## src/rtl/mcu_test_ctrl_pkg.sv

```systemverilog
// Shared types for the end-of-test controller: FSM states, end causes and the
// priority rule used when several end events fire in the same cycle.
package pkg_mcu_test;

   typedef enum logic [2:0] {
      ST_IDLE  = 3'd0,
      ST_RUN   = 3'd1,
      ST_DRAIN = 3'd2,
      ST_CMP   = 3'd3,
      ST_DONE  = 3'd4
   } state_t;

   typedef enum logic [1:0] {
      CAUSE_NONE     = 2'd0,
      CAUSE_TOHOST   = 2'd1,
      CAUSE_PC_STALL = 2'd2,
      CAUSE_TIMEOUT  = 2'd3
   } end_cause_t;

   localparam int DRAIN_CYCLES = 2;

   function automatic end_cause_t pick_cause(input logic tohost_hit,
                                             input logic stall_hit,
                                             input logic timeout_hit);
      if (tohost_hit) begin
         return CAUSE_TOHOST;
      end else if (stall_hit) begin
         return CAUSE_PC_STALL;
      end else if (timeout_hit) begin
         return CAUSE_TIMEOUT;
      end else begin
         return CAUSE_NONE;
      end
   endfunction

endpackage

```

## src/rtl/mcu_end_detect.sv

```systemverilog
// End-event detector: watchdog, fetch-PC stall counter and tohost write match,
// combined into one end event with a prioritised cause.
module mcu_end_detect
   import pkg_mcu_test::*;
#(
   parameter int                        ADDR_BUS_WIDTH  = 32,
   parameter int                        TIMEOUT_CYCLES  = 2000,
   parameter int                        PC_STALL_CYCLES = 16,
   parameter logic [ADDR_BUS_WIDTH-1:0] TOHOST_ADDR     = 32'h1000_0FFC
) (
   input  logic                      sys_clk,
   input  logic                      sys_rst_n,
   input  logic                      clr,
   input  logic                      run,
   input  logic [ADDR_BUS_WIDTH-1:0] pfm_req_addr,
   input  logic [ADDR_BUS_WIDTH-1:0] cpu_req_addr,
   input  logic                      cpu_wr_en,
   output logic                      end_evt,
   output logic [1:0]                cause
);

   localparam int WD_W = $clog2(TIMEOUT_CYCLES + 1);
   localparam int ST_W = $clog2(PC_STALL_CYCLES + 1);
   localparam logic [WD_W-1:0] WD_MAX  = WD_W'(TIMEOUT_CYCLES);
   localparam logic [WD_W-1:0] WD_LAST = WD_W'(TIMEOUT_CYCLES - 1);
   localparam logic [ST_W-1:0] ST_MAX  = ST_W'(PC_STALL_CYCLES);

   logic [WD_W-1:0]           wdog_q, wdog_d;
   logic [ST_W-1:0]           stall_q, stall_d;
   logic [ADDR_BUS_WIDTH-1:0] prev_pc_q;
   logic                      pc_same_s, tohost_hit_s, stall_hit_s, timeout_hit_s;

   // Next counter values and the three raw end events.
   always_comb begin
      wdog_d    = wdog_q;
      stall_d   = stall_q;
      pc_same_s = (pfm_req_addr == prev_pc_q);
      if (clr) begin
         wdog_d  = '0;
         stall_d = '0;
      end else if (run) begin
         wdog_d = (wdog_q == WD_MAX) ? wdog_q : wdog_q + WD_W'(1);
         if (!pc_same_s) begin
            stall_d = '0;
         end else begin
            stall_d = (stall_q == ST_MAX) ? stall_q : stall_q + ST_W'(1);
         end
      end else begin
         wdog_d  = wdog_q;
         stall_d = stall_q;
      end
      tohost_hit_s  = run && cpu_wr_en && (cpu_req_addr == TOHOST_ADDR);
      stall_hit_s   = run && (stall_d == ST_MAX);
      timeout_hit_s = run && (wdog_q == WD_LAST);
      end_evt       = tohost_hit_s || stall_hit_s || timeout_hit_s;
      cause         = pick_cause(tohost_hit_s, stall_hit_s, timeout_hit_s);
   end

   // Counter and previous-PC registers.
   always_ff @(posedge sys_clk or negedge sys_rst_n) begin
      if (!sys_rst_n) begin
         wdog_q    <= '0;
         stall_q   <= '0;
         prev_pc_q <= '0;
      end else begin
         wdog_q    <= wdog_d;
         stall_q   <= stall_d;
         prev_pc_q <= pfm_req_addr;
      end
   end

endmodule

```

## src/rtl/mcu_test_ctrl.sv

```systemverilog
// End-of-test controller: waits for an end event, halts the core, drains stores,
// then sweeps the DFM against the gold image and reports the result.
module mcu_test_ctrl
   import pkg_mcu_test::*;
#(
   parameter int                        ADDR_BUS_WIDTH  = 32,
   parameter int                        DATA_BUS_WIDTH  = 32,
   parameter int                        CMP_DEPTH       = 1024,
   parameter int                        TIMEOUT_CYCLES  = 2000,
   parameter int                        PC_STALL_CYCLES = 16,
   parameter logic [ADDR_BUS_WIDTH-1:0] TOHOST_ADDR     = 32'h1000_0FFC
) (
   input  logic                           sys_clk,
   input  logic                           sys_rst_n,
   input  logic                           start,
   input  logic [ADDR_BUS_WIDTH-1:0]      pfm_req_addr,
   input  logic [ADDR_BUS_WIDTH-1:0]      cpu_req_addr,
   input  logic                           cpu_wr_en,
   input  logic [DATA_BUS_WIDTH-1:0]      cpu_wr_data,
   output logic                           cpu_halt,
   output logic                           cmp_rd_en,
   output logic [$clog2(CMP_DEPTH)-1:0]   cmp_idx,
   input  logic [DATA_BUS_WIDTH-1:0]      dfm_cmp_data,
   input  logic [DATA_BUS_WIDTH-1:0]      gold_cmp_data,
   output logic                           done,
   output logic                           pass,
   output logic [1:0]                     end_cause,
   output logic [DATA_BUS_WIDTH-1:0]      tohost_val,
   output logic [$clog2(CMP_DEPTH):0]     err_count,
   output logic [$clog2(CMP_DEPTH)-1:0]   first_err_idx
);

   localparam int IDX_W = $clog2(CMP_DEPTH);
   localparam int CNT_W = IDX_W + 1;
   localparam logic [IDX_W-1:0] IDX_LAST   = IDX_W'(CMP_DEPTH - 1);
   localparam logic [CNT_W-1:0] ERR_MAX    = CNT_W'(CMP_DEPTH);
   localparam logic [1:0]       DRAIN_LAST = 2'(DRAIN_CYCLES - 1);

   state_t                    state_q, state_d;
   logic [1:0]                drain_q, drain_d;
   logic                      cpu_halt_q, cpu_halt_d;
   logic                      rd_en_q, rd_en_d;
   logic [IDX_W-1:0]          idx_q, idx_d;
   logic                      vld_q, vld_d;
   logic [IDX_W-1:0]          vld_idx_q, vld_idx_d;
   logic                      done_q, done_d;
   logic                      pass_q, pass_d;
   end_cause_t                end_cause_q, end_cause_d;
   logic [DATA_BUS_WIDTH-1:0] tohost_val_q, tohost_val_d;
   logic [CNT_W-1:0]          err_count_q, err_count_d;
   logic [IDX_W-1:0]          first_err_idx_q, first_err_idx_d;
   logic                      clr_s, run_s, end_evt_s, mismatch_s;
   logic [1:0]                cause_s;

   assign clr_s = start && ((state_q == ST_IDLE) || (state_q == ST_DONE));
   assign run_s = (state_q == ST_RUN);

   mcu_end_detect #(
      .ADDR_BUS_WIDTH  (ADDR_BUS_WIDTH),
      .TIMEOUT_CYCLES  (TIMEOUT_CYCLES),
      .PC_STALL_CYCLES (PC_STALL_CYCLES),
      .TOHOST_ADDR     (TOHOST_ADDR)
   ) u_end_detect (
      .sys_clk      (sys_clk),
      .sys_rst_n    (sys_rst_n),
      .clr          (clr_s),
      .run          (run_s),
      .pfm_req_addr (pfm_req_addr),
      .cpu_req_addr (cpu_req_addr),
      .cpu_wr_en    (cpu_wr_en),
      .end_evt      (end_evt_s),
      .cause        (cause_s)
   );

   // FSM next state, read sequencer and compare pipeline.
   always_comb begin
      state_d         = state_q;
      drain_d         = drain_q;
      cpu_halt_d      = cpu_halt_q;
      rd_en_d         = rd_en_q;
      idx_d           = idx_q;
      vld_d           = rd_en_q;
      vld_idx_d       = idx_q;
      done_d          = done_q;
      pass_d          = pass_q;
      end_cause_d     = end_cause_q;
      tohost_val_d    = tohost_val_q;
      err_count_d     = err_count_q;
      first_err_idx_d = first_err_idx_q;
      // 4-state inequality so an X word in simulation counts as a mismatch.
      mismatch_s      = vld_q && (dfm_cmp_data !== gold_cmp_data);
      if (mismatch_s) begin
         err_count_d     = (err_count_q == ERR_MAX) ? err_count_q : err_count_q + CNT_W'(1);
         first_err_idx_d = (err_count_q == '0) ? vld_idx_q : first_err_idx_q;
      end else begin
         err_count_d     = err_count_q;
         first_err_idx_d = first_err_idx_q;
      end
      case (state_q)
         ST_IDLE, ST_DONE: begin
            if (clr_s) begin
               state_d         = ST_RUN;
               cpu_halt_d      = 1'b0;
               rd_en_d         = 1'b0;
               idx_d           = '0;
               done_d          = 1'b0;
               pass_d          = 1'b0;
               end_cause_d     = CAUSE_NONE;
               tohost_val_d    = '0;
               err_count_d     = '0;
               first_err_idx_d = '0;
            end else begin
               state_d = state_q;
            end
         end
         ST_RUN: begin
            if (end_evt_s) begin
               state_d      = ST_DRAIN;
               drain_d      = 2'd0;
               cpu_halt_d   = 1'b1;
               end_cause_d  = end_cause_t'(cause_s);
               tohost_val_d = (end_cause_t'(cause_s) == CAUSE_TOHOST) ? cpu_wr_data : tohost_val_q;
            end else begin
               state_d = ST_RUN;
            end
         end
         ST_DRAIN: begin
            if (drain_q == DRAIN_LAST) begin
               state_d = ST_CMP;
               rd_en_d = 1'b1;
               idx_d   = '0;
            end else begin
               drain_d = drain_q + 2'd1;
            end
         end
         ST_CMP: begin
            if (rd_en_q && (idx_q == IDX_LAST)) begin
               rd_en_d = 1'b0;
            end else if (rd_en_q) begin
               idx_d = idx_q + IDX_W'(1);
            end else begin
               rd_en_d = 1'b0;
            end
            if (vld_q && (vld_idx_q == IDX_LAST)) begin
               state_d = ST_DONE;
               done_d  = 1'b1;
               pass_d  = (err_count_d == '0) && (end_cause_q != CAUSE_TIMEOUT);
            end else begin
               state_d = ST_CMP;
            end
         end
         default: begin
            state_d = ST_IDLE;
         end
      endcase
   end

   // All state and output registers.
   always_ff @(posedge sys_clk or negedge sys_rst_n) begin
      if (!sys_rst_n) begin
         state_q         <= ST_IDLE;
         drain_q         <= 2'd0;
         cpu_halt_q      <= 1'b0;
         rd_en_q         <= 1'b0;
         idx_q           <= '0;
         vld_q           <= 1'b0;
         vld_idx_q       <= '0;
         done_q          <= 1'b0;
         pass_q          <= 1'b0;
         end_cause_q     <= CAUSE_NONE;
         tohost_val_q    <= '0;
         err_count_q     <= '0;
         first_err_idx_q <= '0;
      end else begin
         state_q         <= state_d;
         drain_q         <= drain_d;
         cpu_halt_q      <= cpu_halt_d;
         rd_en_q         <= rd_en_d;
         idx_q           <= idx_d;
         vld_q           <= vld_d;
         vld_idx_q       <= vld_idx_d;
         done_q          <= done_d;
         pass_q          <= pass_d;
         end_cause_q     <= end_cause_d;
         tohost_val_q    <= tohost_val_d;
         err_count_q     <= err_count_d;
         first_err_idx_q <= first_err_idx_d;
      end
   end

   assign cpu_halt      = cpu_halt_q;
   assign cmp_rd_en     = rd_en_q;
   assign cmp_idx       = idx_q;
   assign done          = done_q;
   assign pass          = pass_q;
   assign end_cause     = end_cause_q;
   assign tohost_val    = tohost_val_q;
   assign err_count     = err_count_q;
   assign first_err_idx = first_err_idx_q;

endmodule

```

## config.mk

```make
export PLATFORM = sky130hd
export DESIGN_NAME = mcu_test_ctrl
export DESIGN_NICKNAME = d
export VERILOG_FILES = /design/src/rtl/mcu_test_ctrl_pkg.sv /design/src/rtl/mcu_end_detect.sv /design/src/rtl/mcu_test_ctrl.sv
export SDC_FILE = /design/constraint.sdc
export NUM_CORES = 1
export LEC_CHECK = 0
export CORE_MARGIN = 2
export CORE_UTILIZATION = 46
export CTS_BUF_LIST = sky130_fd_sc_hd__clkbuf_2
export DETAILED_ROUTE_END_ITERATION = 8
export GPL_ROUTABILITY_DRIVEN = 0
export GPL_TIMING_DRIVEN = 1
export PLACE_DENSITY = 0.89
export SLEW_MARGIN = 20
export SYNTH_ARGS = -nofsm -noshare
export SYNTH_HDL_FRONTEND = slang
export SYNTH_HIERARCHICAL = 1
export SYNTH_SLANG_ARGS = --single-unit
```

## constraint.sdc

```tcl
create_clock -name sys_clk -period 4.2 [get_ports sys_clk]
set_input_delay 0.84 -clock sys_clk [delete_from_list [all_inputs] [get_ports sys_clk]]
set_output_delay 0.84 -clock sys_clk [all_outputs]
set_load 0.01 [all_outputs]
```

==> impl_metrics.csv <==
group,metric,value,unit
critical_path,cp_cell_sequence,"inv_1 -> nor3_2 -> buf_4 -> nand4_1 -> or4_4 -> nor4_4 -> nand3b_1 -> and2_1 -> and3b_1 -> buf_4 -> nand2_1 -> nand2_1",
synthesis,synth-edff-count,0,
critical_path,crit_type,"reg -> reg",
sta,relSlewSlack,0.388,
clock_network,postCtsSetupRepairBufs,0,
sta,drv_slew,0,
critical_path,path_buf_inv,3,
synthesis,syn_area,0.00638,mm^2
layout,multi_input_area,0.00288,mm^2
layout,areaGrowthSynthToFinish,42.0,%
grt,grt.total_usage,0.212,
critical_path,critPathMaxFanout,32,
layout,n_fill_cell,1067,
routing,drt_wl_total,15800,um
layout,final_layout_size_suffix_gt1_frac,0.0829,
clock_network,clock_sinks,133,
clock_network,clk_latency,0.67,ns
clock_network,post_cts_resized,0,
clock_network,cts_buffer_depth,2,
critical_path,crit_slowest_cell,"dfrtp_1",
layout,diodes,0,
run_status,outcome,"finished, final reports clean",
sta,worst_pin_slew,0.917,ns
floorplanning,initial_core_util,0.465,
routing,drc,0,
routing,postRouteAntennaNets,0,
floorplanning,dieArea,0.0148,mm^2
synthesis,netlist.top_cell.by_area,"dfrtp_1",
clock_network,cts_root_buf,"clkbuf_2",
power_and_ir_drop,combPwrFrac,0.204,
floorplanning,die_h,122,um
synthesis,synth_nets,781,
floorplanning,core,0.0137,mm^2
synthesis,postSynthRegisterBits,133,
routing,vias,5392,
synthesis,syn_inst,609,
grt,gr-total-overflow,0,
power_and_ir_drop,intPower,0.00182,W
floorplanning,io_pins,233,
floorplanning,fp.dieW,122,um
clock_network,cts_tree,"built",
critical_path,cp_top_family,"simple AND/OR/NAND/NOR gates",
grt,grt_max_degree,106,
synthesis,avgSynthCellArea,10.5,um^2
placed_design,io_buffers,232,
job,maxCapViolCount,0,
clock_network,numCtsBuffers,17,
power_and_ir_drop,switching_share,0.305,
layout,seqCellArea,0.00333,mm^2
sta,hold_violations,0,
power_and_ir_drop,seqPwrFrac,0.550,
sta,tns,0,ns
synthesis,synth_top_cells_by_area,"dfrtp_1 52%, xnor2_1 6.6%, xor2_1 6.0%, nand2_1 4.9%, nand3_1 3.8%",
synthesis,synth_cell_types,61,
routing,drtIter0Drc,329,
critical_path,critPathLaunchType,"flop",
power_and_ir_drop,p_leak,3.99,nW
synthesis,synth_top_area_frac,0.521,
floorplanning,rows,43,
power_and_ir_drop,clkPwrFrac,0.245,
routing,wl_per_cell,15.2,um
layout,nets,1016,
synthesis,ys_seq_area_frac,0.521,
synthesis,ys.flop_type,"dfrtp_1",
sta,max_freq,0.323,GHz
synthesis,synthArstFlopShare,1.00,
synthesis,synth.most_common_cell,"dfrtp_1",
layout,final_area,0.00906,mm^2
critical_path,crit_path_max_incr_delay,0.56,ns
critical_path,required,4.80,ns
sta,skew,0.0339,ns
sta,rsz0062_at_grt,"false",
placed_design,place_area,0.00887,mm^2
grt,grt_pass1_vias,5203,
critical_path,critPathCaptureType,"flop",
synthesis,synth_commonest_cells,"133 x dfrtp_1, 84 x nand2_1, 49 x nand3_1",
sta,setup_viol,0,
power_and_ir_drop,p_switching,0.000798,W
power_and_ir_drop,peakVddDrop,0.158,mV
routing,vias_per_cell,5.20,
clock_network,h-tree-depth,4,
grt,antenna_found_initial,0,
clock_network,path_clk_slew,0.19,ns
grt,grt_pass1_wl,24900,um
power_and_ir_drop,power,0.00261,W
hold_path,hp-class,"in -> async",
clock_network,cts_hold_buf,0,
sta,final.period_utilization,0.736,
placed_design,dp_hpwl,12100,um
sta,fin_crit,3.09,ns
critical_path,worstPathArrival,3.69,ns
power_and_ir_drop,power_per_cell_area,288,mW/mm^2
synthesis,yosys_warnings,6,
routing,drt_pass1_iterations,4,
[cell type report]
cell class,count,area share
inverters,17,0.00704
repair buffers,239,0.262
well taps,180,0.0248
flip-flops and latches,133,0.367
multi-input cells,436,0.318
clock buffers,17,0.00939
clock inverters,14,0.0115
[worst paths after layout]
| kind | from | end | slack, ns | cells past startpoint |
|---|---|---|---|---|
| worst min-delay path | sys_rst_n | u_end_detect/prev_pc_q[4] | 0.26 | 1 |
| max in group asynchronous | sys_rst_n | tohost_val[29] | 3.13 | 2 |
| worst max-delay path | state_q[0] | tohost_val[24] | 1.11 | 12 |
| worst max register to register | state_q[0] | tohost_val[24] | 1.11 | 12 |
| min in group sys_clk | cpu_halt | cpu_halt | 0.50 | 1 |
| worst min register to register | cpu_halt | cpu_halt | 0.50 | 1 |
[registers in the layout, summed over array words and instances, names as in the netlist]
register and count:
state_q 3, err_count 11, vld_idx_q 10, cmp_rd_en 1, u_end_detect/prev_pc_q 32, tohost_val 32, cpu_halt 1, cmp_idx 10
u_end_detect/stall_q 5, end_cause 2, done 1, pass 1, drain_q 2, vld_q 1, u_end_detect/wdog_q 11, first_err_idx 10
[worst reg2reg max path: stages (launching register included)]
cell	delay [ns]
dfrtp_1	0.56
inv_1	0.13
nor3_2	0.12
buf_4	0.22
nand4_1	0.11
or4_4	0.54
nor4_4	0.22
nand3b_1	0.19
and2_1	0.27
and3b_1	0.19
buf_4	0.31
nand2_1	0.11
nand2_1	0.07
[stage by stage]
stage	hold slack (ns)	instances	setup WS, ns	utilization
finish	0.263	1036	1.11	0.661
global route	0.239	1036	0.814	0.661
CTS	0.220	1036	1.09	0.661
detailed placement	0.466	1005	0.544	0.647
global placement	0.467	1005	0.617	0.647
floorplan	0.450	609	0.999	-
[layout by cell type, fill, tap and decap left out, drive strengths merged, types with 3 or more instances in the layout]
cell	count
nand3	49
and3	3
nor2	46
a21o	3
clkdlybuf4s50	231
ha	8
clkinvlp	4
buf	8
a21oi	7
nor4	17
or2	3
nand2	85
o31ai	4
and2	4
and4	4
inv	22
or3	3
nor3	18
or4	3
nand3b	6
nand4	25
xor2	44
mux2i	15
clkinv	5
xnor2	48
dfrtp	133
clkbuf	17
o211ai	3
o21ai	14
[power by group through the flow]
| stage | registers (W) | logic [W] | clock network, W |
|---|---|---|---|
| 2_1_floorplan | 0.00145 | 0.000249 | 0 |
| 3_3_place_gp | 0.00146 | 0.000525 | 0 |
| 3_5_place_dp | 0.00146 | 0.000540 | 0 |
| 4_1_cts | 0.00144 | 0.000541 | 0.000671 |
| 5_1_grt | 0.00145 | 0.000593 | 0.000735 |
| 6_report | 0.00144 | 0.000534 | 0.000641 |
[kinds of logic (layout without fill, tap and decap cells)]
logic type / Yosys count / count (layout) / synth area share
XOR/XNOR: 92 / 92 / 0.126
buffers and inverters: 40 / 287 / 0.0274
AO/OA/AOI/OAI: 44 / 44 / 0.0498
multiplexers: 15 / 15 / 0.0235
flip-flops: 133 / 133 / 0.521
AND/OR/NAND/NOR: 277 / 277 / 0.236
adder cells (fa/ha/maj): 8 / 8 / 0.0157
[routing by layer]
metal	track usage	wire (um)
met1	0.253	6000
met2	0.372	8060
met3	0.0637	1480
met4	0.0596	224
met5	0	0
Note: power is estimated with default switching activity, not from simulation.
